## src/rtl/img_mem_pkg.sv

```systemverilog
// Shared constants and types for the 640x480 8-bit image memory arbiter.
// Five banks: four of BANK_DEPTH bytes and a shorter last bank.
package img_mem_pkg;

  localparam int ADDR_W          = 19;
  localparam int BANK_DEPTH      = 65000;
  localparam int NUM_BANKS       = 5;
  localparam int IMG_PIXELS      = 307200;
  localparam int LAST_BANK_DEPTH = IMG_PIXELS - (NUM_BANKS - 1) * BANK_DEPTH;
  localparam logic [2:0] MAX_STARVE = 3'd4;

  typedef logic [ADDR_W-1:0] pix_addr_t;

  typedef enum logic [1:0] {S_IDLE, S_VGA, S_CPU} arb_state_t;

  function automatic pix_addr_t bank_base(input logic [2:0] bank);
    return pix_addr_t'(int'(bank) * BANK_DEPTH);
  endfunction

endpackage

```

## src/rtl/img_bank_decode.sv

```systemverilog
// Combinational flat pixel address -> bank select, bank offset and range flag.
import img_mem_pkg::*;

module img_bank_decode (
  input  logic [18:0] addr_i,
  output logic [2:0]  bank_o,
  output logic [15:0] offset_o,
  output logic        oor_o
);

  pix_addr_t offset_full;

  // Bank index is the number of bank boundaries at or below the address.
  always_comb begin
    bank_o = '0;
    for (int b = 1; b < NUM_BANKS; b++) begin
      if (addr_i >= bank_base(3'(b))) bank_o = bank_o + 3'd1;
    end
    offset_full = addr_i - bank_base(bank_o);
    offset_o    = offset_full[15:0];
    oor_o       = (bank_o == 3'(NUM_BANKS - 1)) &&
                  (offset_full >= pix_addr_t'(LAST_BANK_DEPTH));
  end

endmodule

```

## src/rtl/img_mem_arbiter.sv

```systemverilog
// Image memory arbiter: VGA fetch has priority, CPU is forced through after MAX_STARVE losses.
// Define IMG_ARB_STATS_EN to add saturating grant/stall statistics counters.
import img_mem_pkg::*;

module img_mem_arbiter (
  input  logic        clk,
  input  logic        rst,
  input  logic        vga_req,
  input  logic [18:0] vga_addr,
  output logic        vga_gnt,
  output logic        vga_rvalid,
  output logic [7:0]  vga_rdata,
  input  logic        cpu_req,
  input  logic        cpu_we,
  input  logic [18:0] cpu_addr,
  input  logic [7:0]  cpu_wdata,
  output logic        cpu_gnt,
  output logic        cpu_rvalid,
  output logic [31:0] cpu_rdata,
  output logic        cpu_err,
  output logic        mem_en,
  output logic        mem_we,
  output logic [2:0]  mem_bank,
  output logic [15:0] mem_offset,
  output logic [7:0]  mem_wdata,
  input  logic [7:0]  mem_rdata
`ifdef IMG_ARB_STATS_EN
  ,
  output logic [31:0] stat_vga_gnt,
  output logic [31:0] stat_cpu_gnt,
  output logic [31:0] stat_cpu_stall
`endif
);

  arb_state_t  state_q, state_d;
  logic [2:0]  starve_q, starve_d;
  logic        vga_rvalid_q, cpu_rvalid_q, cpu_err_q, oor_q;
  logic [7:0]  vga_rdata_q, cpu_rdata_q;
  logic [7:0]  ret_data, cpu_byte;
  logic [18:0] dec_addr;
  logic [2:0]  dec_bank;
  logic [15:0] dec_offset;
  logic        dec_oor, any_gnt;

  always_comb begin
    vga_gnt  = 1'b0;
    cpu_gnt  = 1'b0;
    state_d  = S_IDLE;
    starve_d = starve_q;
    if (!rst) begin
      if (vga_req && !(cpu_req && starve_q == MAX_STARVE)) vga_gnt = 1'b1;
      else if (cpu_req)                                     cpu_gnt = 1'b1;
    end
    if (vga_gnt)      state_d = S_VGA;
    else if (cpu_gnt) state_d = S_CPU;
    if (!cpu_req || cpu_gnt)                      starve_d = '0;
    else if (vga_gnt && starve_q != MAX_STARVE)   starve_d = starve_q + 3'd1;
  end

  // One decoder serves whichever requester won this cycle.
  assign dec_addr = cpu_gnt ? cpu_addr : vga_addr;

  img_bank_decode u_decode (
    .addr_i   (dec_addr),
    .bank_o   (dec_bank),
    .offset_o (dec_offset),
    .oor_o    (dec_oor)
  );

  assign any_gnt    = vga_gnt | cpu_gnt;
  assign mem_en     = any_gnt && !dec_oor;
  assign mem_we     = cpu_gnt && cpu_we && !dec_oor;
  assign mem_bank   = any_gnt ? dec_bank : 3'd0;
  assign mem_offset = any_gnt ? dec_offset : 16'd0;
  assign mem_wdata  = cpu_gnt ? cpu_wdata : 8'd0;

  // Out-of-range accesses never touched memory, so they return zero.
  assign ret_data   = oor_q ? 8'h00 : mem_rdata;
  assign vga_rdata  = (state_q == S_VGA) ? ret_data : vga_rdata_q;
  assign cpu_byte   = cpu_rvalid_q ? ret_data : cpu_rdata_q;
  assign cpu_rdata  = {24'h0, cpu_byte};
  assign vga_rvalid = vga_rvalid_q;
  assign cpu_rvalid = cpu_rvalid_q;
  assign cpu_err    = cpu_err_q;

  always_ff @(posedge clk or posedge rst) begin
    if (rst) begin
      state_q      <= S_IDLE;
      starve_q     <= '0;
      vga_rvalid_q <= 1'b0;
      cpu_rvalid_q <= 1'b0;
      cpu_err_q    <= 1'b0;
      oor_q        <= 1'b0;
      vga_rdata_q  <= '0;
      cpu_rdata_q  <= '0;
    end else begin
      state_q      <= state_d;
      starve_q     <= starve_d;
      vga_rvalid_q <= vga_gnt;
      cpu_rvalid_q <= cpu_gnt && !cpu_we;
      cpu_err_q    <= cpu_gnt && dec_oor;
      oor_q        <= dec_oor;
      vga_rdata_q  <= vga_rdata;
      cpu_rdata_q  <= cpu_byte;
    end
  end

`ifdef IMG_ARB_STATS_EN
  always_ff @(posedge clk or posedge rst) begin
    if (rst) begin
      stat_vga_gnt   <= '0;
      stat_cpu_gnt   <= '0;
      stat_cpu_stall <= '0;
    end else begin
      if (vga_gnt && stat_vga_gnt != '1)               stat_vga_gnt   <= stat_vga_gnt + 32'd1;
      if (cpu_gnt && stat_cpu_gnt != '1)               stat_cpu_gnt   <= stat_cpu_gnt + 32'd1;
      if (cpu_req && !cpu_gnt && stat_cpu_stall != '1) stat_cpu_stall <= stat_cpu_stall + 32'd1;
    end
  end
`endif

endmodule

```

## config.mk

```make
export PLATFORM = sky130hd
export DESIGN_NAME = img_mem_arbiter
export DESIGN_NICKNAME = d
export VERILOG_FILES = /design/src/rtl/img_mem_pkg.sv /design/src/rtl/img_bank_decode.sv /design/src/rtl/img_mem_arbiter.sv
export SDC_FILE = /design/constraint.sdc
export NUM_CORES = 1
export LEC_CHECK = 0
export ABC_AREA = 1
export BUFFER_PORTS_ARGS = -buffer_cell sky130_fd_sc_hd__buf_2
export CAP_MARGIN = 20
export CORE_AREA = 2 2 110 85
export DETAILED_ROUTE_END_ITERATION = 10
export DIE_AREA = 0 0 112 87
export PLACE_DENSITY_LB_ADDON = 0.3
export REMOVE_ABC_BUFFERS = 1
export SYNTH_ARGS = -nofsm -noshare
export SYNTH_HDL_FRONTEND = slang
export SYNTH_SLANG_ARGS = --single-unit
```

## constraint.sdc

```tcl
create_clock -name clk -period 10.18 [get_ports clk]
set_clock_uncertainty 0.15 [all_clocks]
set_input_delay 2.036 -clock clk [delete_from_list [all_inputs] [get_ports clk]]
set_output_delay 2.036 -clock clk [all_outputs]
set_load 0.005 [all_outputs]
```

=== After elaboration in Yosys (flattened, before gate mapping) ===
Index checks and enable logic that the tools add are counted.

* Input bits: 59
* Output and inout bits: 74
* Word-level logic and storage cells: 59
* Flip-flop bits (word level): 25

* Muxes and demuxes: 20
* $add $sub $neg: 5
* Multipliers: 1
* Reduce and logical (&&, ||, !) cells: 15
* Bitwise logic cells: 1
* $lt $le $gt $ge: 5
* Equal/unequal tests: 4

{| class="wikitable"
|+ Operators with widths
! cell !! count
|-
| 19-bit by 16-bit >= comparator with 1-bit output, second input constant || 2
|-
| 19-bit by 18-bit >= comparator with 1-bit output, second input constant || 2
|-
| 8-bit 2-to-1 mux || 4
|-
| 19-bit by 17-bit >= comparator with 1-bit output, second input constant || 1
|-
| 19-bit 2-to-1 mux || 1
|-
| 19-bit subtractor || 1
|-
| 3-bit 2-to-1 mux || 6
|-
| 3-bit by 13-bit multiplier with 16-bit output, second input constant || 1
|-
| 16-bit 2-to-1 mux || 1
|-
| 3-bit by 1-bit adder with 3-bit output, second input constant || 3
|-
| 1-bit logical AND || 9
|-
| 3-bit equality test, second input constant || 2
|-
| 1-bit 2-to-1 mux || 6
|-
| 1-bit zero test || 4
|-
| 2-bit 2-to-1 mux || 2
|-
| 3-bit inequality test, second input constant || 1
|-
| 1-bit by 1-bit adder with 2-bit output, second input constant || 1
|-
| 2-bit by 1-bit equality test with 1-bit output, second input constant || 1
|-
| 2-bit nonzero test || 1
|-
| 1-bit logical OR || 1
|-
| 1-bit OR || 1
|}

=== Depth between registers and ports, before layout ===
Gate-level depths: netlist (run 1).

* Depth in word-level cells: 21
* Depth in mapped cells: 53
* Depth with buffers taken out: 52

=== Cells and area by module ===
From an unflattened synthesis (run 1), not the netlist that was laid out.

* Cells, all modules: 559
* Area total of the unflattened synthesis: 3540.9 sq um

{| class="wikitable"
|+ Modules (own cells, without submodules)
! module !! area an instance (sq um) !! cells an instance !! sequential area each (sq um) !! times used
|-
| img_bank_decode || 1830.5 || 320 || 0.0 || 1
|-
| img_mem_arbiter || 1710.4 || 239 || 600.6 || 1
|}

=== Least setup slack after synthesis (run 1) ===
OpenSTA, ideal clock, no wires.

* Kind: input to output
* From: input port cpu_req
* To: output port mem_en
* Path slack: 0.391 ns
* Arrival time: 7.603 ns
* Stages on the path: 45
* Buffers on the path: 1
* Data required time: 7.994 ns
* Path through: nand3_1 > nand2_2 > nand2_2 > inv_2 > buf_4 > or2_2 > o21ai_1 > inv_1 > nor2_1 > inv_1 > nor2_1 > o21ai_0 > inv_1 > ha_1 > or2_1 > nand2_1 > inv_1 > ha_1 > [9 not listed] > ha_1 > inv_1 > nand2_1 > inv_1 > fa_1 > ha_1 > a21o_1 > a21oi_1 > nand2_1 > nand2_1 > nand2_2 > nand2_1 > nand2_1 > nand2_1 > nand3_1 > nor2_1 > nand2_2 > a21oi_1

* Word-level cells in the longest chain between the ends: 20
* Elaborated cells between the ends (all ways): 28
* Those cells by class: 4 x add/sub; 1 x mul; 5 x order compare; 1 x eq/ne; 10 x mux; 1 x bitwise; 6 x reduce/logical

{| class="wikitable"
|+ Ends and longest elaborated chain
! what !! RTL line !! RTL
|-
| start, declared || img_mem_arbiter.sv:13 || <nowiki>input logic cpu_req,</nowiki>
|-
| 1-bit logical AND || img_mem_arbiter.sv:51 || <nowiki>if (vga_req && !(cpu_req && starve_q == MAX_STARVE)) vga_gnt = 1'b1;</nowiki>
|-
| 1-bit zero test || img_mem_arbiter.sv:51 ||
|-
| 1-bit logical AND || img_mem_arbiter.sv:51 ||
|-
| 1-bit 2-to-1 mux (*) || img_mem_arbiter.sv:51 ||
|-
| 1-bit 2-to-1 mux (*) || img_mem_arbiter.sv:50 || <nowiki>if (!rst) begin</nowiki>
|-
| named net cpu_gnt || img_mem_arbiter.sv:17 || <nowiki>output logic cpu_gnt,</nowiki>
|-
| 19-bit 2-to-1 mux || img_mem_arbiter.sv:61 || <nowiki>assign dec_addr = cpu_gnt ? cpu_addr : vga_addr;</nowiki>
|-
| 19-bit by 16-bit >= comparator with 1-bit output || img_bank_decode.sv:17 || <nowiki>if (addr_i >= bank_base(3'(b))) bank_o = bank_o + 3'd1;</nowiki>
|-
| [5 not listed] || n/a ||
|-
| 3-bit by 1-bit adder with 3-bit output || img_bank_decode.sv:17 ||
|-
| 3-bit 2-to-1 mux || img_bank_decode.sv:17 ||
|-
| 3-bit by 13-bit multiplier with 16-bit output || img_mem_pkg.sv:17 || <nowiki>return pix_addr_t'(int'(bank) * BANK_DEPTH);</nowiki>
|-
| 19-bit subtractor || img_bank_decode.sv:19 || <nowiki>offset_full = addr_i - bank_base(bank_o);</nowiki>
|-
| 19-bit by 16-bit >= comparator with 1-bit output || img_bank_decode.sv:22 || <nowiki>(offset_full >= pix_addr_t'(LAST_BANK_DEPTH));</nowiki>
|-
| 1-bit logical AND || img_bank_decode.sv:21 || <nowiki>oor_o = (bank_o == 3'(NUM_BANKS - 1)) &&</nowiki>
|-
| 1-bit zero test || img_mem_arbiter.sv:71 || <nowiki>assign mem_en = any_gnt && !dec_oor;</nowiki>
|-
| 1-bit logical AND (*) || img_mem_arbiter.sv:71 ||
|-
| end, declared || img_mem_arbiter.sv:21 || <nowiki>output logic mem_en,</nowiki>
|}

The timed path passes the listed nets; every way through them passes the cells marked *.

=== Worst setup path after layout (run 1) ===
* From: input port cpu_req
* To: output port mem_en

* Word-level cells in the longest chain between the ends: 20
* Elaborated cells between the ends (all ways): 28
* Those cells by class: 4 x add/sub; 1 x mul; 5 x order compare; 1 x eq/ne; 10 x mux; 1 x bitwise; 6 x reduce/logical

{| class="wikitable"
|+ Ends and longest elaborated chain
! what !! RTL line
|-
| 1-bit logical AND || img_mem_arbiter.sv:51
|-
| 1-bit zero test || img_mem_arbiter.sv:51
|-
| 1-bit logical AND || img_mem_arbiter.sv:51
|-
| 1-bit 2-to-1 mux || img_mem_arbiter.sv:51
|-
| 1-bit 2-to-1 mux || img_mem_arbiter.sv:50
|-
| 19-bit 2-to-1 mux || img_mem_arbiter.sv:61
|-
| 19-bit by 16-bit >= comparator with 1-bit output || img_bank_decode.sv:17
|-
| 1-bit 2-to-1 mux || img_bank_decode.sv:17
|-
| [4 not listed] || n/a
|-
| 3-bit by 1-bit adder with 3-bit output || img_bank_decode.sv:17
|-
| 3-bit 2-to-1 mux || img_bank_decode.sv:17
|-
| 3-bit by 13-bit multiplier with 16-bit output || img_mem_pkg.sv:17
|-
| 19-bit subtractor || img_bank_decode.sv:19
|-
| 19-bit by 16-bit >= comparator with 1-bit output || img_bank_decode.sv:22
|-
| 1-bit logical AND || img_bank_decode.sv:21
|-
| 1-bit zero test || img_mem_arbiter.sv:71
|-
| 1-bit logical AND (*) || img_mem_arbiter.sv:71
|}

Mark *: on every way between the ends. The rest lies on a longest branch, timed or not.

==> results.md, run 1 <==
- Worst IR drop on VDD: 210 uV
- Pin slew with the least headroom to its limit: 0.911 ns
- Top_reg_cell synth: dfrtp_1
- Area added between synthesis and finish: 47.6%
- GRT Residual Overflow: 0
- Clock transition time at the flip-flop clock pins of the worst setup and hold paths: 0.06 ns
- Final total negative setup slack: 0 ns
- Unrepaired setup endpoints after global routing: yes
- Overall die height: 87 um
- Sequential element share of the synthesized area: 0.177
- Total count of max-transition violations in the final report: 0
- Routed wirelength normalized by instance count: 13.3 um
- Largest net degree at the start of global routing: 26
- Post-DP HPWL: 8220 um
- Most frequent cells in the layout: 106 x buf_2, 90 x nand2_1, 78 x inv_1
- Routed via count: 3800
- Post-synth cell types: 43
- Global-route wire length before repair: 15800 um
- Maximum clock rate: 98.8 MHz
- Yosys warning total: 0
- Most Frequent Cell on Critical Path: nand2_2
- Period utilisation layout: 0.994
- Top cell type by total area after synthesis: dfrtp_1
- Data arrival at the endpoint of the critical path: 7.94 ns
- FP Rows: 30
- N_diodes: 0
- CTS Root Cell: clkbuf_16
- Worst Hold Class: flop to flop
- Setup CP Type: input port to primary output
- Final Setup Violations: 0
- H-tree levels: 1
- Maximum Capacitance Violations: 0
- Total length of routed wires: 10600 um
- Hold slack: 0.342 ns
- Effective utilization at floorplan: 0.387
- Final setup slack of the worst path: 0.0582 ns
- CP endpoint kind: primary output
- Syn avg cell area: 6.57 sq um
- #FFs+latches synth: 24
- Number of DRC markers after the initial detailed-route iteration: 217
- Antenna violation net count after detailed routing: 0
- DRC violation count after routing: 0
- Floorplan Core Area: 0.00878 sq mm
- Port buffer count: 108
- Net count reported at finish: 782
- Worst Setup SP: cpu_req
- Fraction of post-synthesis cell area in the top cell type by area: 0.177
- Standard cell with the maximum stage delay on the critical path: fa_2
- Critical Path Source Type: input port
- Leakage power: 2.84 nW
- Result of the run: finished clean
- Sequential fraction of design power: 0.069
- CP Max Fanout: 7
- Total net switching power: 0.000881 W
- Number of antenna violations at the first check in global routing: 0
- Reg-to-reg startpoint: starve_q[0]$_DFFE_PP0P_
- # clock sinks: 24
- Vias in the first global route: 3439
- Clock latency of the later-clocked register in the worst-skew pair: 0.26 ns
- Cell-internal power: 0.000876 W
- Layout cells sized above 1: 0.451
- I/O pin count: 133
- HP Start: vga_rdata_q[4]$_DFF_PP0_
- Commonest non-fill, non-tap cell in the layout: buf_2
- Critical path data required time: 7.99 ns
- TritonCTS clock tree: yes
- Last weighted congestion value of the routability-driven placer: 1.01
- Netlist area before placement: 0.00340 sq mm
- CTS buffer count: 3
- Maximum clock insertion buffer count: 2
- Number of flops mapped to enable cells by yosys: 0
- Number of failing hold endpoints at the final stage: 0
- Worst slack at placement: -0.180 ns
- Share of total power in combinational logic: 0.867
- Worst path max stage delay: 0.63 ns
- Via density: 4.74
- Worst-case headroom to the max-slew limit: 0.392
- Fraction of power spent switching nets: 0.501
- Top area cells in the synthesized netlist: dfrtp_1 18%, nand2_1 13%, ha_1 11%
- Clock share of power: 0.064
- Die area: 0.00974 sq mm
- Post-synthesis instance total: 517
- Power density over the cells: 350 mW/mm^2
- Async set or reset register ratio after synthesis: 1.00
- Overall track demand over capacity in global routing: 0.196
- Width of the die: 112 um
- 1st-pass router iterations: 5
- Minimum clock period: 10.12 ns
cell usage after synthesis (all sizes together), types with 3 or more instances:
master    n
nand2   132
inv      93
nor2     62
nand3    37
ha       29
buf      28
dfrtp    24
a21oi    23
o21ai    17
mux2     16
xor2     10
nand4     7
nor3      6
clkbuf    5
fa        4
o21bai    4
a31oi     3
or2       3
layer usage:
metal  wire length [um]  global-route usage  part of all wire  up-vias
li1                   -                   -                 -     1923
met1               4820               0.270              0.45     1726
met2               5050               0.327              0.47      125
met3                493              0.0237             0.046       26
met4                268              0.0543             0.025        0
met5                  0                   0                 0        -
path summary, 6_finish.rpt:
kind	endpoint	slack, ns	cells past startpoint
worst max register to register	cpu_err$_DFF_PP0_	3.41	49
worst min-delay path	vga_rdata_q[4]$_DFF_PP0_	0.34	1
worst min register to register	vga_rdata_q[4]$_DFF_PP0_	0.34	1
worst max-delay path	mem_en	0.06	47
min in group asynchronous	starve_q[2]$_DFFE_PP0P_	1.87	2
max in group asynchronous	state_q[1]$_DFF_PP0_	7.45	2
area by class of cell:
type	count	area [sq um]
Inverter	94	358
Multi-Input combinational cell	389	2680
Clock inverter	1	30.0
Clock buffer	3	75.1
Tap cell	112	140
Timing Repair Buffer	178	1130
Fill cell	814	3770
Sequential cell	24	601
stage by stage:
| stage | utilization | cells | power (W) | instance area, sq um |
|---|---|---|---|---|
| 3_3_place_gp | 0.488 | 773 | 0.00135 | 4280 |
| 6_report | 0.571 | 801 | 0.00176 | 5020 |
| 3_5_place_dp | 0.488 | 773 | 0.00135 | 4280 |
| 5_1_grt | 0.571 | 801 | 0.00192 | 5020 |
| 4_1_cts | 0.505 | 778 | 0.00150 | 4430 |
| 2_1_floorplan | - | 507 | 0.000914 | 3240 |
power groups by stage:
| stage | Clock [W] | Sequential (W) | Combinational [W] |
|---|---|---|---|
| floorplan | 0 | 0.000121 | 0.000793 |
| global placement | 0 | 0.000122 | 0.00122 |
| detailed placement | 0 | 0.000124 | 0.00123 |
| CTS | 0.000112 | 0.000122 | 0.00127 |
| global route | 0.000117 | 0.000124 | 0.00168 |
| finish | 0.000112 | 0.000121 | 0.00152 |
sequential cells by signal (all words and copies together), names as in the netlist:
name,flops
cpu_err,1
cpu_rdata_q,8
cpu_rvalid,1
oor_q,1
starve_q,3
state_q,2
vga_rdata_q,8
critical path: cells and delay by family:
family          cells  cell delay [ns]
compound gates      6             0.88
fa+ha+maj           6             1.84
simple gates       21             1.97
buf+inv            14             1.19
cells by family after synthesis:
logic type / count (synthesis) / share of synthesized area
AO/OA/AOI/OAI: 54 / 0.100
AND/OR/NAND/NOR: 250 / 0.331
XOR/XNOR: 12 / 0.0331
flip-flops: 24 / 0.177
other: 1 / 0.00110
buffers and inverters: 127 / 0.175
adder cells (fa/ha/maj): 33 / 0.130
multiplexers: 16 / 0.0530
timing repair:
item,4_1_cts,5_1_grt
hold buffers,0,0
gates cloned,0,1
endpoints found under the hold margin,0,0
resized for setup,9,107
setup endpoints to repair,2,6
setup buffers,1,22
pin swaps,1,55
(Power assumes the default switching activity.)
==> inputs of run 2 (changes only) <==
CORE_AREA = 2 2 109 84   (was 2 2 110 85)
DIE_AREA = 0 0 111 86   (was 0 0 112 87)
==> run 2 against run 1 <==
Final cell count is the same. Worst hold slack gained 0.0032 ns. Highest routed layer unchanged. Largest cell class unchanged. Sequential share of layout area shrank 0.19 points.
==> results.md, run 2 (same netlist as run 1, synthesis figures left out) <==
- Power density over the cells: 366 mW/mm^2 (was 350 mW/mm^2)
- Commonest non-fill, non-tap cell in the layout: buf_2 (unchanged)
- DRC violation count after routing: 0 (unchanged)
- Port buffer count: 108 (unchanged)
- Critical Path Source Type: input port (unchanged)
- Global-route wire length before repair: 16000 um (was 15800 um)
- Width of the die: 111 um (was 112 um)
- Layout filler cell count: 734 (was 814)
- HP Start: cpu_rdata_q[2]$_DFF_PP0_ (was vga_rdata_q[4]$_DFF_PP0_)
- Area added between synthesis and finish: 50.0% (was 47.6%)
- Worst IR drop on VDD: 211 uV (was 210 uV)
- Data arrival at the endpoint of the critical path: 7.84 ns (was 7.94 ns)
- N_diodes: 0 (unchanged)
- Net count reported at finish: 786 (was 782)
- Routed via count: 3845 (was 3800)
- Worst path max stage delay: 0.64 ns (was 0.63 ns)
- Last weighted congestion value of the routability-driven placer: 0.998 (was 1.01)
- Minimum clock period: 10.02 ns (was 10.12 ns)
- Routed wirelength normalized by instance count: 13.6 um (was 13.3 um)
- Unrepaired setup endpoints after global routing: yes (unchanged)
- Most frequent cells in the layout: 106 x buf_2, 78 x inv_1, 76 x nand2_1 (was 106 x buf_2, 90 x nand2_1, 78 x inv_1)
- TritonCTS clock tree: yes (unchanged)
- Period utilisation layout: 0.985 (was 0.994)
- Clock latency of the later-clocked register in the worst-skew pair: 0.25 ns (was 0.26 ns)
- Final Setup Violations: 0 (unchanged)
- CP Capture Point: mem_en (unchanged)
- Largest net degree at the start of global routing: 26 (unchanged)
- Result of the run: finished clean (unchanged)
- Hold Buf Count CTS: 0 (unchanged)
- CTS Root Cell: clkbuf_16 (unchanged)
- 1st-pass router iterations: 4 (was 5)
- Instance area at placement: 0.00431 sq mm (was 0.00428 sq mm)
- Total power: 0.00187 W (was 0.00176 W)
- Effective utilization at floorplan: 0.405 (was 0.387)
- Critical path data required time: 7.99 ns (about the same)
- Final cell area excluding filler cells: 0.00510 sq mm (was 0.00502 sq mm)
- I/O pin count: 133 (unchanged)
- Setup CP Type: input port to primary output (unchanged)
- Maximum Capacitance Violations: 0 (unchanged)
- Number of antenna violations at the first check in global routing: 0 (unchanged)
- Register-to-register setup slack: 3.57 ns (was 3.41 ns)
- Total placed cells including tap cells: 771 (was 773)
- Maximum clock insertion buffer count: 2 (unchanged)
- Pin slew with the least headroom to its limit: 0.897 ns (was 0.911 ns)
- Via density: 4.80 (was 4.74)
- FP Rows: 29 (was 30)
- Standard cell with the maximum stage delay on the critical path: fa_2 (unchanged)
- Most Frequent Cell on Critical Path: nand2_2 (unchanged)
- GRT Residual Overflow: 0 (unchanged)
- Leakage power: 2.87 nW (was 2.84 nW)
- Vias in the first global route: 3481 (was 3439)
- CP endpoint kind: primary output (unchanged)
- Layout cells sized above 1: 0.486 (was 0.451)
- Reg-to-reg startpoint: starve_q[0]$_DFFE_PP0P_ (unchanged)
- Leading registers by flop count: cpu_rdata_q (8), vga_rdata_q (8), starve_q (3) (unchanged)
- Total length of routed wires: 10900 um (was 10600 um)
- Post-layout util: 0.608 (was 0.571)
- Number of DRC markers after the initial detailed-route iteration: 173 (was 217)
- Number of cells on the worst reg-to-reg path: 48 (was 49)
- Total count of max-transition violations in the final report: 0 (unchanged)
- Clock transition time at the flip-flop clock pins of the worst setup and hold paths: 0.06 ns (about the same)
- Final instance count without filler cells: 801 (unchanged)
- Worst Setup SP: cpu_req (unchanged)
- CP Max Fanout: 8 (was 7)
- Post-DP HPWL: 8060 um (was 8220 um)
- Worst hold stages: 1 (unchanged)
- Worst Hold Class: flop to flop (unchanged)
- Worst-case headroom to the max-slew limit: 0.401 (was 0.392)
- Overall track demand over capacity in global routing: 0.200 (was 0.196)
- Reg-to-Reg End: oor_q$_DFF_PP0_ (was cpu_err$_DFF_PP0_)
- Hold slack: 0.345 ns (was 0.342 ns)
- Antenna violation net count after detailed routing: 0 (unchanged)
- # clock sinks: 24 (unchanged)
- Floorplan Core Area: 0.00838 sq mm (was 0.00878 sq mm)
- Die area: 0.00955 sq mm (was 0.00974 sq mm)
- Maximum clock rate: 99.8 MHz (was 98.8 MHz)
- Number of failing hold endpoints at the final stage: 0 (unchanged)
- Overall die height: 86 um (was 87 um)
- CTS buffer count: 3 (unchanged)
- H-tree levels: 1 (unchanged)
[run 2: cell type report]
class                      instances  area [sq um]  share of cell area
tap                              108           135              0.0265
sequential                        24           601               0.118
clock buffer                       4          88.8              0.0174
inverter                          94           373              0.0731
multi-input combinational        389          2690               0.528
timing repair buffer             182          1210               0.237
[run 2: per-layer routing]
metal  wire, um  up-vias  GRT usage  share of wire
met2       5380      114      0.355           0.50
li1           -     1932          -              -
met5          0        -          0              0
met1       4760     1781      0.272           0.44
met3        527       18     0.0106          0.049
met4        188        0     0.0420          0.017
[run 2: worst min path at each step]
stage / end
floorplan: cpu_rdata_q[0]$_DFF_PP0_
CTS: vga_rdata_q[2]$_DFF_PP0_
global placement: cpu_rdata_q[0]$_DFF_PP0_
finish: cpu_rdata_q[2]$_DFF_PP0_
detailed placement: vga_rdata_q[2]$_DFF_PP0_
global route: cpu_rdata_q[5]$_DFF_PP0_
[run 2: report_power, final]
part / switching (W) / internal [W] / total [W]
Sequential: 0.00000680 / 0.000115 / 0.000121
Clock: 0.0000310 / 0.0000599 / 0.0000909
Combinational: 0.000907 / 0.000747 / 0.00165
[run 2: timing repair]
item,CTS,global route
cloned,1,1
pin swaps,7,61
resized for setup,12,122
setup buffers,3,21
setup endpoints to repair,2,6
[run 2: worst max-delay path: cells and delay by family]
| kind | cells | cell delay, ns |
|---|---|---|
| simple gates | 22 | 2.14 |
| fa+ha+maj | 5 | 1.64 |
| buf+inv | 13 | 0.99 |
| compound gates | 5 | 0.76 |
| xor+xnor | 1 | 0.23 |
[run 2: through the flow]
stage                     TNS [ns]  worst slack (ns)
after floorplan             -0.207            -0.103
after global placement     -0.0209           -0.0209
after detailed placement    -0.194            -0.119
after CTS                        0            0.0139
after global routing        -0.421            -0.217
final                            0             0.157
==> inputs of run 3 (changes only) <==
--- a/config.mk
+++ b/config.mk
@@ -14,2 +14,3 @@
 export PLACE_DENSITY_LB_ADDON = 0.3
+export RECOVER_POWER = 25
 export REMOVE_ABC_BUFFERS = 1
==> constraint.sdc (replaced) <==
create_clock -name clk -period 10.18 [get_ports clk]
set_clock_uncertainty 0.15 [all_clocks]
set_input_delay 1.018 -clock clk [delete_from_list [all_inputs] [get_ports clk]]
set_output_delay 1.018 -clock clk [all_outputs]
set_load 0.005 [all_outputs]
==> run 3 against run 2 <==
Sequential cell count is the same. Core utilization is 13 points lower. Total power shrank 30%. Critical endpoint is now mem_we. Critical path depth down 2.
==> results.md, run 3 (same netlist as run 1, synthesis figures left out) <==
- DRC violation count after routing: 0 (unchanged)
- CP Max Fanout: 26 (was 8)
- Number of failing hold endpoints at the final stage: 0 (unchanged)
- CTS buffer count: 3 (unchanged)
- Total count of max-transition violations in the final report: 0 (unchanged)
- Layout filler cell count: 860 (was 734)
- Effective utilization at floorplan: 0.405 (unchanged)
- Routed via count: 3516 (was 3845)
- Number of antenna violations at the first check in global routing: 0 (unchanged)
- Leakage power: 2.44 nW (was 2.87 nW)
- Number of DRC markers after the initial detailed-route iteration: 179 (was 173)
- Routed wirelength normalized by instance count: 12.8 um (was 13.6 um)
- Worst-case headroom to the max-slew limit: 0.399 (was 0.401)
- Unrepaired setup endpoints after global routing: no (was yes)
- Setup CP Type: input port to primary output (unchanged)
- Vias in the first global route: 3268 (was 3481)
- Power density over the cells: 324 mW/mm^2 (was 366 mW/mm^2)
- Maximum Capacitance Violations: 0 (unchanged)
- Final total negative setup slack: 0 ns (unchanged)
- Pin slew with the least headroom to its limit: 0.900 ns (was 0.897 ns)
- Minimum clock period: 9.35 ns (was 10.02 ns)
- GRT Residual Overflow: 0 (unchanged)
- Global-route wire length before repair: 15000 um (was 16000 um)
- Width of the die: 111 um (unchanged)
- Most Frequent Cell on Critical Path: nand2_1 (was nand2_2)
- # clock sinks: 24 (unchanged)
- Standard cell with the maximum stage delay on the critical path: fa_1 (was fa_2)
- Final Setup Violations: 0 (unchanged)
- TritonCTS clock tree: yes (unchanged)
- Worst slack at placement: 0.989 ns (was -0.119 ns)
- Total length of routed wires: 9310 um (was 10900 um)
- Total area of multi-input combinational cells: 0.00229 sq mm (was 0.00269 sq mm)
- Maximum clock rate: 107 MHz (was 99.8 MHz)
- Area added between synthesis and finish: 18.3% (was 50.0%)
- Hold slack: 0.334 ns (was 0.345 ns)
- Total of cells resized after clock tree synthesis: 0 (was 12)
- FP Rows: 29 (unchanged)
- Worst IR drop on VDD: 134 uV (was 211 uV)
- Largest net degree at the start of global routing: 27 (was 26)
- Critical Path Source Type: input port (unchanged)
- Setup Fix Bufs, Post-CTS: 0 (was 3)
- Worst Hold Class: flop to flop (unchanged)
- Last weighted congestion value of the routability-driven placer: 0.967 (was 0.998)
- Floorplan Core Area: 0.00838 sq mm (unchanged)
- FF/Latch Area: 601 sq um (unchanged)
- Via density: 4.82 (was 4.80)
- 1st-pass router iterations: 5 (was 4)
- Die area: 0.00955 sq mm (unchanged)
- Layout cells sized above 1: 0.248 (was 0.486)
- Clock transition time at the flip-flop clock pins of the worst setup and hold paths: 0.06 ns (about the same)
- Data arrival at the endpoint of the critical path: 8.19 ns (was 7.84 ns)
- Final setup slack of the worst path: 0.825 ns (was 0.157 ns)
- Critical path data required time: 9.01 ns (was 7.99 ns)
- Hold Buf Count CTS: 0 (unchanged)
- Overall track demand over capacity in global routing: 0.187 (was 0.200)
- Worst path max stage delay: 0.56 ns (was 0.64 ns)
- Most frequent cells in the layout: 116 x nand2_1, 106 x buf_2, 91 x inv_1 (was 106 x buf_2, 78 x inv_1, 76 x nand2_1)
- N_diodes: 0 (unchanged)
- Commonest non-fill, non-tap cell in the layout: nand2_1 (was buf_2)
- Net count reported at finish: 714 (was 786)
- Maximum clock insertion buffer count: 2 (unchanged)
- H-tree levels: 1 (unchanged)
- Leading registers by flop count: cpu_rdata_q (8), vga_rdata_q (8), starve_q (3) (unchanged)
- Port buffer count: 108 (unchanged)
- I/O pin count: 133 (unchanged)
- CP endpoint kind: primary output (unchanged)
- Result of the run: finished clean (unchanged)
- Clock latency of the later-clocked register in the worst-skew pair: 0.25 ns (about the same)
- Period utilisation layout: 0.919 (was 0.985)
- CTS Root Cell: clkbuf_16 (unchanged)
- Post-DP HPWL: 7870 um (was 8060 um)
- Antenna violation net count after detailed routing: 0 (unchanged)
- Overall die height: 86 um (unchanged)
## run 3: final cells by class
class / instances / area share
clock buffer: 4 / 0.0221
sequential: 24 / 0.149
multi-input combinational: 389 / 0.569
inverter: 94 / 0.0878
timing repair buffer: 110 / 0.138
tap: 108 / 0.0336
## run 3: report_power, final
| group | internal [W] | switching, W |
|---|---|---|
| clock | 0.0000600 | 0.0000317 |
| sequential | 0.000115 | 0.00000724 |
| combinational | 0.000403 | 0.000686 |
| total | 0.000578 | 0.000725 |
## run 3: final timing paths
| path | start | to | slack [ns] | cells past startpoint |
|---|---|---|---|---|
| min in group asynchronous | rst | cpu_rvalid$_DFF_PP0_ | 0.90 | 2 |
| max in group asynchronous | rst | cpu_rdata_q[5]$_DFF_PP0_ | 8.43 | 2 |
| worst max-delay path | cpu_req | mem_we | 0.83 | 44 |
| worst min-delay path | vga_rdata_q[2]$_DFF_PP0_ | vga_rdata_q[2]$_DFF_PP0_ | 0.33 | 1 |
| worst max register to register | starve_q[0]$_DFFE_PP0P_ | cpu_err$_DFF_PP0_ | 2.34 | 45 |
| worst min register to register | vga_rdata_q[2]$_DFF_PP0_ | vga_rdata_q[2]$_DFF_PP0_ | 0.33 | 1 |
## run 3: routing by layer
layer	track usage	vias to the layer above	part of all wire
li1	-	1782	-
met1	0.254	1618	0.46
met2	0.329	108	0.48
met3	0.0177	8	0.054
met4	0.0375	0	0.0078
met5	0	-	0
## run 3: per-stage QoR
step	cells	instance area [sq um]	power (W)	utilization
6_report	729	4020	0.00130	0.479
2_1_floorplan	507	3240	0.000914	-
3_5_place_dp	725	3940	0.00119	0.469
4_1_cts	729	4020	0.00129	0.480
5_1_grt	729	4020	0.00146	0.479
3_3_place_gp	725	3940	0.00118	0.469
## run 3: critical path, delay by kind of cell
| kind | cells | cell delay (ns) |
|---|---|---|
| and+or+nand+nor | 21 | 2.95 |
| adders and majority gates | 5 | 1.74 |
| buffers and inverters | 10 | 1.06 |
| AOI/OAI and AO/OA | 6 | 0.98 |
| xor gates and xnor gates | 2 | 0.43 |
